## src/rtl/avl_uart_arb_pkg.sv

```systemverilog
// Shared types and constants for the UART Avalon-MM arbiter.
// Optional read timeout is enabled by defining AVL_UART_ARB_TIMEOUT_EN.
package avl_uart_arb_pkg;

  typedef enum logic [1:0] {
    IDLE     = 2'd0,
    ISSUE    = 2'd1,
    WAIT_RDV = 2'd2
  } arb_state_t;

  localparam logic [31:0] TIMEOUT_DATA = 32'hDEADBEEF;

  function automatic int grant_w(input int n);
    return (n > 1) ? $clog2(n) : 1;
  endfunction

endpackage

```

## src/rtl/avl_uart_rr_picker.sv

```systemverilog
// Combinational round-robin pick: first requester strictly after last_grant_i,
// wrapping modulo NB_MASTERS.
module avl_uart_rr_picker
  import avl_uart_arb_pkg::*;
#(
  parameter int NB_MASTERS = 2,
  localparam int GW = grant_w(NB_MASTERS)
) (
  input  logic [NB_MASTERS-1:0] req_i,
  input  logic [GW-1:0]         last_grant_i,
  output logic [GW-1:0]         grant_o,
  output logic                  valid_o
);

  logic [GW-1:0] idx;

  // Scan from the farthest candidate to the nearest so the nearest wins.
  always_comb begin
    grant_o = '0;
    valid_o = 1'b0;
    idx     = '0;
    for (int i = NB_MASTERS; i >= 1; i--) begin
      idx = GW'((int'(last_grant_i) + i) % NB_MASTERS);
      if (req_i[idx]) begin
        grant_o = idx;
        valid_o = 1'b1;
      end
    end
  end

endmodule

```

## src/rtl/avl_uart_arbiter.sv

```systemverilog
// Round-robin arbiter sharing the UART Avalon-MM slave among NB_MASTERS masters.
// Define AVL_UART_ARB_TIMEOUT_EN to enable the WAIT_RDV read timeout.
module avl_uart_arbiter
  import avl_uart_arb_pkg::*;
#(
  parameter int NB_MASTERS = 2,
  parameter int TIMEOUT    = 64
) (
  input  logic                         avl_clk_i,
  input  logic                         avl_reset_n_i,
  input  logic [NB_MASTERS-1:0][13:0]  m_address_i,
  input  logic [NB_MASTERS-1:0][3:0]   m_byteenable_i,
  input  logic [NB_MASTERS-1:0][31:0]  m_writedata_i,
  input  logic [NB_MASTERS-1:0]        m_write_i,
  input  logic [NB_MASTERS-1:0]        m_read_i,
  output logic [NB_MASTERS-1:0]        m_waitrequest_o,
  output logic [NB_MASTERS-1:0]        m_readdatavalid_o,
  output logic [31:0]                  m_readdata_o,
  output logic [13:0]                  s_address_o,
  output logic [3:0]                   s_byteenable_o,
  output logic [31:0]                  s_writedata_o,
  output logic                         s_write_o,
  output logic                         s_read_o,
  input  logic [31:0]                  s_readdata_i,
  input  logic                         s_waitrequest_i,
  input  logic                         s_readdatavalid_i,
  output logic                         err_timeout_o
);

  localparam int GW = grant_w(NB_MASTERS);

  arb_state_t    state_q;
  logic [GW-1:0] grant_q;
  logic [GW-1:0] last_q;
  logic [GW-1:0] pick_grant;
  logic          pick_valid;
  logic          timeout_hit;

  avl_uart_rr_picker #(.NB_MASTERS(NB_MASTERS)) u_picker (
    .req_i        (m_read_i | m_write_i),
    .last_grant_i (last_q),
    .grant_o      (pick_grant),
    .valid_o      (pick_valid)
  );

`ifdef AVL_UART_ARB_TIMEOUT_EN
  localparam int TW = $clog2(TIMEOUT + 1);
  logic [TW-1:0] tmo_q;
  assign timeout_hit = (state_q == WAIT_RDV) && !s_readdatavalid_i && (tmo_q == '0);
`else
  assign timeout_hit = 1'b0;
`endif

  always_ff @(posedge avl_clk_i or negedge avl_reset_n_i) begin
    if (!avl_reset_n_i) begin
      state_q <= IDLE;
      grant_q <= '0;
      last_q  <= GW'(NB_MASTERS - 1);
`ifdef AVL_UART_ARB_TIMEOUT_EN
      tmo_q   <= '0;
`endif
    end else begin
      case (state_q)
        IDLE: begin
          if (pick_valid) begin
            grant_q <= pick_grant;
            state_q <= ISSUE;
          end
        end
        ISSUE: begin
          if (!s_waitrequest_i) begin
            last_q  <= grant_q;
            state_q <= m_read_i[grant_q] ? WAIT_RDV : IDLE;
`ifdef AVL_UART_ARB_TIMEOUT_EN
            tmo_q   <= TW'(TIMEOUT - 1);
`endif
          end
        end
        WAIT_RDV: begin
          if (s_readdatavalid_i || timeout_hit) state_q <= IDLE;
`ifdef AVL_UART_ARB_TIMEOUT_EN
          else tmo_q <= tmo_q - 1'b1;
`endif
        end
        default: state_q <= IDLE;
      endcase
    end
  end

  // Slave-side and handshake outputs are combinational so waitrequest/readdatavalid
  // reach the granted master in the same cycle the UART produces them.
  always_comb begin
    m_waitrequest_o   = '1;
    m_readdatavalid_o = '0;
    m_readdata_o      = '0;
    s_address_o       = '0;
    s_byteenable_o    = '0;
    s_writedata_o     = '0;
    s_write_o         = 1'b0;
    s_read_o          = 1'b0;
    case (state_q)
      ISSUE: begin
        s_address_o              = m_address_i[grant_q];
        s_byteenable_o           = m_byteenable_i[grant_q];
        s_writedata_o            = m_writedata_i[grant_q];
        s_read_o                 = m_read_i[grant_q];
        s_write_o                = m_write_i[grant_q] & ~m_read_i[grant_q];
        m_waitrequest_o[grant_q] = s_waitrequest_i;
      end
      WAIT_RDV: begin
        if (s_readdatavalid_i) begin
          m_readdatavalid_o[grant_q] = 1'b1;
          m_readdata_o               = s_readdata_i;
        end else if (timeout_hit) begin
          m_readdatavalid_o[grant_q] = 1'b1;
          m_readdata_o               = TIMEOUT_DATA;
        end
      end
      default: ;
    endcase
  end

  assign err_timeout_o = timeout_hit;

`ifndef SYNTHESIS
  a_rd_wr_both: assert property (@(posedge avl_clk_i) disable iff (!avl_reset_n_i)
    !(|(m_read_i & m_write_i)))
    else $warning("master drives read and write together; treated as read");

  a_req_held: assert property (@(posedge avl_clk_i) disable iff (!avl_reset_n_i)
    (state_q == ISSUE) |-> (m_read_i[grant_q] | m_write_i[grant_q]))
    else $error("granted master dropped its request while waitrequest was high");

  a_one_owner: assert property (@(posedge avl_clk_i) disable iff (!avl_reset_n_i)
    $onehot0(~m_waitrequest_o) && $onehot0(m_readdatavalid_o))
    else $error("more than one master sees waitrequest low or readdatavalid high");
`endif

endmodule
```

## config.mk

```make
export PLATFORM = sky130hd
export DESIGN_NAME = avl_uart_arbiter
export DESIGN_NICKNAME = d
export VERILOG_FILES = /design/src/rtl/avl_uart_arb_pkg.sv /design/src/rtl/avl_uart_rr_picker.sv /design/src/rtl/avl_uart_arbiter.sv
export SDC_FILE = /design/constraint.sdc
export NUM_CORES = 1
export LEC_CHECK = 0
export ABC_CLOCK_PERIOD_IN_PS = 1400
export CAP_MARGIN = 40
export CORE_AREA = 2 2 89 91
export CTS_BUF_LIST = sky130_fd_sc_hd__clkbuf_16
export DETAILED_ROUTE_END_ITERATION = 10
export DIE_AREA = 0 0 91 93
export PLACE_DENSITY = 0.71
export SYNTH_ARGS = -nofsm -noshare
export SYNTH_HDL_FRONTEND = slang
export SYNTH_HIERARCHICAL = 1
export SYNTH_SLANG_ARGS = --single-unit
```

## constraint.sdc

```tcl
create_clock -name avl_clk_i -period 1.4 [get_ports avl_clk_i]
set_input_delay 0.28 -clock avl_clk_i [delete_from_list [all_inputs] [get_ports avl_clk_i]]
set_output_delay 0.28 -clock avl_clk_i [all_outputs]
set_load 0.05 [all_outputs]
```

==> flow_metrics.env <==
export IMPL_status="finished, violations left"
export IMPL_violations="setup timing"
export IMPL_hp_class="in -> async"
export IMPL_synth_nets=317
export IMPL_rr_startpoint="grant_q$_DFFE_PN0P_"
export IMPL_clkSlewWorstSetupHoldPaths_ns=0.03
export IMPL_rows=32
export IMPL_power_density_nw_per_um2=1921
export IMPL_r2r_end="state_q[1]$_DFFE_PN0P_"
export IMPL_synth_top_family_by_area="multiplexers"
export IMPL_critPathLaunchType="flip-flop"
export IMPL_worstSkewPairLatency_ns=0.23
export IMPL_fin_nets=565
export IMPL_ant_nets=0
export IMPL_firstDrtPassIters=4
export IMPL_setup_ws_ns=-0.4007
export IMPL_required_ns=1.12
export IMPL_hpwl_um=7366
export IMPL_drive_gt1_share_pct=63.21
export IMPL_syn_to_final_growth_pct=333.8
export IMPL_synth_seq_area_share_pct=7.570
export IMPL_rsz0062_at_grt="true"
export IMPL_cp_max_fo=5
export IMPL_placed_area_um2=5228
export IMPL_finalWirelength_um=9761
export IMPL_htree_levels=1
export IMPL_criticalPathCategory="reg -> out"
export IMPL_synth_simple_gate_area_share_pct=37.20
export IMPL_fin_crit_sh_pct=128.6
export IMPL_grtUsageTotal_pct=21.82
export IMPL_ff_latch_area_um2=105.1
export IMPL_num_antenna_cells=0
export IMPL_grt_pass1_vias=2505
export IMPL_wl_per_cell_um=18.56
export IMPL_design_area_um2=5808
export IMPL_cts_tree="built"
export IMPL_cts_made_buffers=3
export IMPL_ys_warnings_count=6
export IMPL_synth_compound_area_share_pct=2.150
export IMPL_slew_viol_final=0
export IMPL_mostFrequentLayoutCell="clkdlybuf4s50_1"
export IMPL_synthAdderAreaFrac_pct=0
export IMPL_coreArea_um2=7527
export IMPL_setup_viol=89
export IMPL_start_util_pct=17.79
export IMPL_drtIter0Drc=33
export IMPL_p_leak_nw=2.224
export IMPL_clk_path_buf_depth=2
export IMPL_maxCapViolations=0
export IMPL_overflow=0
export IMPL_cp_arrival_ns=1.52
export IMPL_synthMuxAreaShare_pct=40.56
export IMPL_fillers=457
export IMPL_ir_drop_mv=1.150
export IMPL_ys_ff_latch=4
export IMPL_multi_input_area_um2=1869
export IMPL_ios=229
export IMPL_cts_root_buf="clkbuf_16"
export IMPL_rrSetupSlack_ns=0
export IMPL_fin_crit_ns=1.801
export IMPL_cp_startpoint="state_q[0]$_DFFE_PN0P_"
export IMPL_io_buffer_count=227
export IMPL_viasPerCell=4.260
export IMPL_dr_total_vias=2241
export IMPL_synth_xor_area_share_pct=0
export IMPL_ys_types=25
export IMPL_cts_sinks=4
export IMPL_fmax_ghz=0.5553
export IMPL_drc=0
export IMPL_syn_inst=177
export IMPL_syn_avg_cell_area_um2=7.564
export IMPL_hold_viol_final=0
export IMPL_place_gp_congestion=0.8109
export IMPL_report_power_total_mw=11.15
export IMPL_cp_end_kind="output port"
export IMPL_die_w_um=91
export IMPL_place_worst_setup_slack_ns=-0.4005
export IMPL_reg2reg_depth=5
export IMPL_grt_max_degree=22
export IMPL_antenna_found_initial=0
export IMPL_skew_ns=0.003483
export IMPL_grt_pass1_wl_um=14430
export IMPL_layout_common_cells="134 x clkdlybuf4s50_1, 98 x buf_12, 51 x nor2_4, 34 x mux2i_2, 33 x and2_4"
export IMPL_die_area_um2=8463
export IMPL_cp_endpoint="m_readdata_o[26]"
export IMPL_netlist_area_um2=1339
export IMPL_fp_dieH_um=93
## per-stage QoR
step	TNS (ns)	utilization, %	instances	hold slack (ns)
after floorplan	-2.720	-	177	-0.01559
after global placement	-15.68	69.45	510	0.4964
after detailed placement	-17.27	69.45	510	0.5011
after CTS	-30.65	75.10	523	0.2694
after global routing	-34.07	77.16	526	0.2813
final	-29.95	77.16	526	0.2667
## kinds of logic after synthesis
group,after synthesis
buf+inv,17
other cells,1
mux,54
flops,4
simple gates,98
compound gates,3
## worst min-delay path by stage
stage	startpoint	end	slack, ns	cells after the start
floorplan	avl_reset_n_i	grant_q$_DFFE_PN0P_	-0.02	0
global placement	avl_reset_n_i	grant_q$_DFFE_PN0P_	0.50	1
detailed placement	avl_reset_n_i	grant_q$_DFFE_PN0P_	0.50	1
CTS	avl_reset_n_i	state_q[0]$_DFFE_PN0P_	0.27	1
global route	avl_reset_n_i	state_q[0]$_DFFE_PN0P_	0.28	1
finish	avl_reset_n_i	state_q[0]$_DFFE_PN0P_	0.27	1
## critical path, stage by stage, from the launching register on
cell,delay (ns)
dfrtp_1,0.38
and3b_4,0.37
buf_6,0.14
buf_12,0.11
and2_4,0.15
buf_12,0.13
## final cells by class
cell class | instances | area share, %
clock inverters | 1 | 0.06463
clock buffers | 3 | 1.293
well taps | 102 | 2.197
repair buffers | 260 | 62.45
flip-flops and latches | 4 | 1.810
multi-input cells | 156 | 32.18
## what timing repair did
action / CTS / global route
endpoints found under the setup margin: 90 / 90
hold buffers: 0 / 0
setup buffers: 7 / 4
resized for setup: 62 / 28
pin swaps: 11 / 18
gates cloned: 2 / 2
## cell usage after synthesis (all sizes together)
master / instances / area share [%]
clkbuf: 2 / 1.1
and3b: 1 / 0.93
nand2b: 3 / 1.4
or3b: 1 / 0.65
nor3b: 2 / 1.5
or2: 3 / 1.4
buf: 15 / 11
mux2i: 52 / 39
nor2b: 1 / 0.47
dfrtp: 3 / 5.6
a21oi: 1 / 0.37
a21boi: 1 / 0.56
nand3b: 1 / 0.56
nor2: 52 / 15
dfstp: 1 / 2.0
o32ai: 1 / 1.2
mux2: 2 / 1.7
nand2: 1 / 0.28
conb: 1 / 0.28
and2: 33 / 15
## sequential cells by signal, indices dropped and copies added (netlist names)
signal,cells
last_q,1
state_q,2
grant_q,1
## power by group
group / switching (mW) / leakage (nW) / total, mW / internal [mW]
clock: 0.0954 / 0.0423 / 0.465 / 0.370
combinational: 5.24 / 2.14 / 10.4 / 5.18
sequential: 0.0798 / 0.0459 / 0.267 / 0.187
total: 5.42 / 2.22 / 11.2 / 5.74
## routing by layer
layer	part of all wire (%)	GRT usage, %	up-vias
met5	0	0	-
met4	1.2	3.283	0
met3	7.3	5.238	7
met2	56	44.57	106
met1	35	22.72	1049
li1	-	-	1079
(Power assumes the default switching activity.)
